`src/rtl/shared_bus_pkg.sv`:
```
// shared_bus_pkg: shared types and the single-bit driver resolution function for shared_bus_keeper.
package shared_bus_pkg;
  localparam int MAX_CH = 32;
  localparam int IDX_MAX_W = 5;
  typedef enum logic {IDLE, ALARM} irq_state_t;
  typedef struct packed {
    logic any;
    logic value;
    logic conflict;
    logic [IDX_MAX_W-1:0] idx;
  } res_t;
  function automatic int cidx_w(input int n);
    return n <= 1 ? 1 : $clog2(n);
  endfunction
  // Scanning downward leaves the lowest enabled channel as winner.
  function automatic res_t resolve(input logic [MAX_CH-1:0] en, input logic [MAX_CH-1:0] val);
    res_t r;
    r = '0;
    for (int i = MAX_CH - 1; i >= 0; i--)
      if (en[i]) begin
        r.idx = IDX_MAX_W'(i);
        r.value = val[i];
      end
    r.any = |en;
    r.conflict = (|(en & val)) && (|(en & ~val));
    return r;
  endfunction
endpackage

```
`src/rtl/shared_bus_bit_resolver.sv`:
```
// shared_bus_bit_resolver: combinational resolution of all channel drivers for one bus bit.
module shared_bus_bit_resolver
  import shared_bus_pkg::*;
#(
  parameter int CHANNELS = 4,
  localparam int CIDX_W = cidx_w(CHANNELS)
) (
  input  logic [CHANNELS-1:0] en,
  input  logic [CHANNELS-1:0] val,
  output logic                any,
  output logic                value,
  output logic                conflict,
  output logic [CIDX_W-1:0]   idx
);
  res_t r;
  assign r = resolve(MAX_CH'(en), MAX_CH'(val));
  assign any = r.any;
  assign value = r.value;
  assign conflict = r.conflict;
  assign idx = CIDX_W'(r.idx);
endmodule

```
`src/rtl/shared_bus_keeper.sv`:
```
// shared_bus_keeper: registered multi-driver bus resolver with keeper, ownership tracking
// and contention flags, saturating counter and threshold interrupt.
module shared_bus_keeper
  import shared_bus_pkg::*;
#(
  parameter int CHANNELS = 4,
  parameter int WIDTH = 4,
  parameter int CNT_W = 8,
  parameter int THRESH = 16,
  parameter logic [WIDTH-1:0] RESET_VAL = '0,
  localparam int CIDX_W = cidx_w(CHANNELS)
) (
  input  logic                       clk,
  input  logic                       rst_n,
  input  logic [CHANNELS*WIDTH-1:0]  drv_en,
  input  logic [CHANNELS*WIDTH-1:0]  drv_val,
  input  logic                       clr,
  output logic [WIDTH-1:0]           bus_q,
  output logic [WIDTH-1:0]           bus_valid,
  output logic [WIDTH*CIDX_W-1:0]    owner,
  output logic [WIDTH-1:0]           conflict,
  output logic [CNT_W-1:0]           conflict_cnt,
  output logic                       irq
);
  localparam logic [CNT_W-1:0] CNT_MAX = '1;
  localparam logic [CNT_W-1:0] THR = CNT_W'(THRESH);
  logic [CHANNELS-1:0] en_bit [WIDTH];
  logic [CHANNELS-1:0] val_bit [WIDTH];
  logic [CIDX_W-1:0] idx_v [WIDTH];
  logic [WIDTH-1:0] any_v, value_v, conf_v;
  logic [CNT_W-1:0] cnt_next;
  irq_state_t state;
  for (genvar b = 0; b < WIDTH; b++) begin : g_bit
    for (genvar c = 0; c < CHANNELS; c++) begin : g_ch
      assign en_bit[b][c] = drv_en[c*WIDTH+b];
      assign val_bit[b][c] = drv_val[c*WIDTH+b];
    end
    shared_bus_bit_resolver #(.CHANNELS(CHANNELS)) u_res (
      .en(en_bit[b]), .val(val_bit[b]), .any(any_v[b]), .value(value_v[b]),
      .conflict(conf_v[b]), .idx(idx_v[b])
    );
  end
  // A clear in a contention cycle restarts the count at one so the event is not lost.
  always_comb
    cnt_next = clr ? CNT_W'(|conf_v) :
               (|conf_v && conflict_cnt != CNT_MAX) ? conflict_cnt + 1'b1 : conflict_cnt;
  assign irq = state == ALARM;
  always_ff @(posedge clk or negedge rst_n) begin
    if (!rst_n) begin
      bus_q <= RESET_VAL;
      bus_valid <= '0;
      owner <= '0;
      conflict <= '0;
      conflict_cnt <= '0;
      state <= IDLE;
    end else begin
      for (int b = 0; b < WIDTH; b++)
        if (any_v[b]) begin
          bus_q[b] <= value_v[b];
          owner[b*CIDX_W +: CIDX_W] <= idx_v[b];
        end
      bus_valid <= any_v;
      conflict <= clr ? conf_v : conflict | conf_v;
      conflict_cnt <= cnt_next;
      state <= (cnt_next >= THR) ? ALARM : (clr ? IDLE : state);
    end
  end
endmodule
```
`config.mk`:
```
export PLATFORM = sky130hd
export DESIGN_NAME = shared_bus_keeper
export DESIGN_NICKNAME = d
export VERILOG_FILES = /design/src/rtl/shared_bus_pkg.sv /design/src/rtl/shared_bus_bit_resolver.sv /design/src/rtl/shared_bus_keeper.sv
export SDC_FILE = /design/constraint.sdc
export NUM_CORES = 1
export LEC_CHECK = 0
export CAP_MARGIN = 15
export CORE_MARGIN = 3
export CORE_UTILIZATION = 55
export DETAILED_ROUTE_END_ITERATION = 10
export DONT_BUFFER_PORTS = 1
export HOLD_SLACK_MARGIN = 0.03
export PLACE_DENSITY = 0.73
export SYNTH_ARGS = -nofsm -noshare
export SYNTH_HDL_FRONTEND = slang
export SYNTH_SLANG_ARGS = --single-unit
export TNS_END_PERCENT = 30
```
`constraint.sdc`:
```
create_clock -name clk -period 2.1 [get_ports clk]
set_clock_uncertainty 0.2 [all_clocks]
set_input_delay 0.315 -clock clk [delete_from_list [all_inputs] [get_ports clk]]
set_output_delay 0.315 -clock clk [all_outputs]
set_load 0.1 [all_outputs]
```
==> flow_metrics.py <==
metrics = {
    "critical_path": {
        "required_ps": 2120,
        "cp_num_buf_inv": 0,
        "crit_path_max_incr_delay_ps": 480,
        "end_kind": "flip-flop",
        "cp-start-kind": "flip-flop",
        "path_delay_family": "simple AND/OR/NAND/NOR gates",
        "worstSetupPathType": "reg2reg",
        "critPathArrivalTime_ps": 2090,
        "critPathMaxFanout": 5,
        "crit_chain": "and3_4, and2_4, and4_4, a41oi_4, nand4_1, xor2_2, a41oi_2",
        "crit_slowest_cell": "dfrtp_4",
    },
    "place": {
        "numPortBuffers": 0,
        "dp_hpwl_um": 2825,
        "place_area_um2": 1897,
        "gp_congestion": 0.7950,
        "post-place-cells": 230,
    },
    "detailed_routing": {
        "totalWireLength_um": 5120,
        "vias_per_cell": 6.037,
        "wl_met3_um": 327,
        "routed.top_layer": "met4",
        "met2_length_um": 2814,
        "ant_nets": 0,
        "vias": 1630,
        "drt_iter0_drc": 76,
        "firstDrtPassIters": 4,
        "drc": 0,
        "met1Wirelength_um": 1865,
        "wl_per_cell_um": 18.96,
    },
    "timing": {
        "timing.final.crit_period_ps": 2079,
        "maxSlewHeadroom": 0.6654,
        "hold_violations": 0,
        "layout_worst_path_cycle_share": 0.9899,
        "rsz0062_at_grt": "yes",
        "finalMaxSlewViolations": 0,
        "setup_viol": 0,
        "fmax_mhz": 481.1,
        "worstMarginPinSlew_ps": 500.3,
    },
    "yosys": {
        "ys_seq_elements": 29,
        "synth_area_per_cell_um2": 9.444,
        "synth_cells": 168,
        "ys_types": 32,
        "syn-cell-area_um2": 1587,
        "yosysWarnings": 0,
        "ys_seq_area_frac": 0.4574,
        "syn_nets": 204,
    },
    "global_routing": {
        "grt_pass1_vias": 1748,
        "grt_max_degree": 30,
        "antenna_found_initial": 0,
        "grt_pass1_wl_um": 8349,
        "grt_util_all_layers": 0.3205,
        "gr-total-overflow": 0,
    },
    "layout": {
        "postLayoutCellArea_um2": 2317,
        "num-nets-final": 275,
        "mostFrequentLayoutCell": "buf_4",
        "stdcell_count": 270,
        "mostFrequentLayoutCells": "buf_4, dlygate4sd3_1, nor2_1",
        "syn2layout_area_growth_pct": 46.06,
        "diodes": 0,
        "drive_gt1_frac": 0.2750,
    },
    "floorplanning": {
        "num_io_pins": 64,
        "die_h_um": 59.71,
        "die_width_um": 59.71,
        "die-area_um2": 3565,
        "rows": 18,
        "core_um2": 2613,
        "start_util": 0.6073,
    },
    "pwr": {
        "p_per_area_nw_per_um2": 734.1,
        "p_leak_uw": 0.001034,
        "ir_drop_v": 0.0007411,
    },
    "cts": {
        "ctsHtreeMaxLevel": 2,
        "clock-sinks": 29,
        "ctsLongestPathBuffers": 2,
        "cts_tree": "yes",
        "clk_pin_slew_ps": 100,
        "cts_root_buffer": "clkbuf_4",
        "cts_buffers": 5,
        "clk_latency_ps": 350,
    },
    "hold_path": {
        "holdCritPathClass": "in2reg",
    },
    "run": {
        "cap_violations": 0,
    },
    "outcome": {
        "outcome": "finished clean",
    },
}
==> what timing repair did <==
item,4_1_cts,5_1_grt
setup endpoints to repair,0,4
endpoints found under the hold margin,58,0
buffers inserted,0,2
resized for setup,0,4
hold buffers,30,0
==> area by class of cell <==
cell class | instances | area (um2)
inverters | 6 | 22.52
fillers | 125 | 295.3
flip-flops and latches | 29 | 744.5
clock inverters | 1 | 5.005
multi-input cells | 132 | 867.1
repair buffers | 65 | 575.6
clock buffers | 7 | 65.06
well taps | 30 | 37.54
==> per-stage QoR <==
stage                     setup WS [ps]  utilization  setup TNS (ps)  hold slack (ps)  total power (uW)
after floorplan                  -99.14            -          -99.14           -180.6              1109
after global placement            63.22       0.7261               0           -179.9              1214
after detailed placement         -35.91       0.7261          -35.91           -179.9              1224
after CTS                         27.86       0.8716               0            46.02              1678
after global routing             -100.9       0.8870          -285.1            84.22              1762
final                             21.27       0.8870               0            50.92              1701
==> flip-flops by register name, indices dropped and copies added (netlist names) <==
signal	count
conflict_cnt	8
owner	8
bus_q	4
bus_valid	4
conflict	4
irq	1
==> worst paths after layout <==
check / start / endpoint / slack, ps / cells after the start
max: conflict_cnt[4] / irq / 20 / 7
min reg2reg: bus_q[3] / bus_q[3] / 390 / 2
max in group asynchronous: rst_n / conflict_cnt[2] / 1310 / 2
min: drv_en[6] / bus_q[2] / 50 / 2
max reg2reg: conflict_cnt[4] / irq / 20 / 7
min in group asynchronous: rst_n / conflict_cnt[6] / 200 / 2
==> synthesized netlist by cell type, drive strengths merged <==
cell,n,area (um2)
mux2,1,11.26
inv,6,22.52
a22oi,4,45.05
o32ai,2,17.52
o21bai,2,15.01
clkbuf,1,3.750
a41oi,2,36.29
a32oi,2,17.52
xor2,5,43.79
dfrtp,29,725.7
nand2b,16,100.1
or4,4,31.28
o21a,2,15.01
nand2,17,63.81
a221oi,2,52.55
nor2b,4,25.02
o21ai,10,50.05
ha,1,12.51
and3,2,12.51
nor3,10,60.06
o221ai,2,17.52
nand4,4,25.02
mux2i,2,20.02
a21oi,6,30.03
and2,1,6.260
nand3,4,20.02
nor2,26,97.59
and4,1,8.760
==> kinds of logic (layout without fill, tap and decap cells) <==
logic type | after synthesis | in the layout | synth area share
compound gates | 34 | 34 | 0.1869
xor+xnor | 5 | 5 | 0.02760
fa+ha+maj | 1 | 1 | 0.007885
buf+inv | 7 | 79 | 0.01656
flops | 29 | 29 | 0.4574
mux | 3 | 3 | 0.01972
simple gates | 89 | 89 | 0.2839
==> layer usage <==
layer	track usage	vias to the layer above
li1	-	741
met4	0.1329	0
met2	0.5787	79
met3	0.08423	15
met5	0	-
met1	0.3504	795
==> worst register-to-register path, delay by kind of cell, from the launching register on <==
kind                      cells  cell delay (ps)
AOI/OAI and AO/OA             2              380
DFF                           1              480
and+or+nand+nor               4              690
xor gates and xnor gates      1              210
==> report_power, final <==
| part | internal (uW) | total (uW) | leakage, uW | switching [uW] |
|---|---|---|---|---|
| Combinational | 185 | 678 | 0.000652 | 494 |
| Sequential | 606 | 625 | 0.000340 | 18.4 |
| Clock | 194 | 398 | 0.0000413 | 204 |
| Total | 985 | 1700 | 0.00103 | 716 |
No activity file was read; power rests on OpenSTA's default activity.
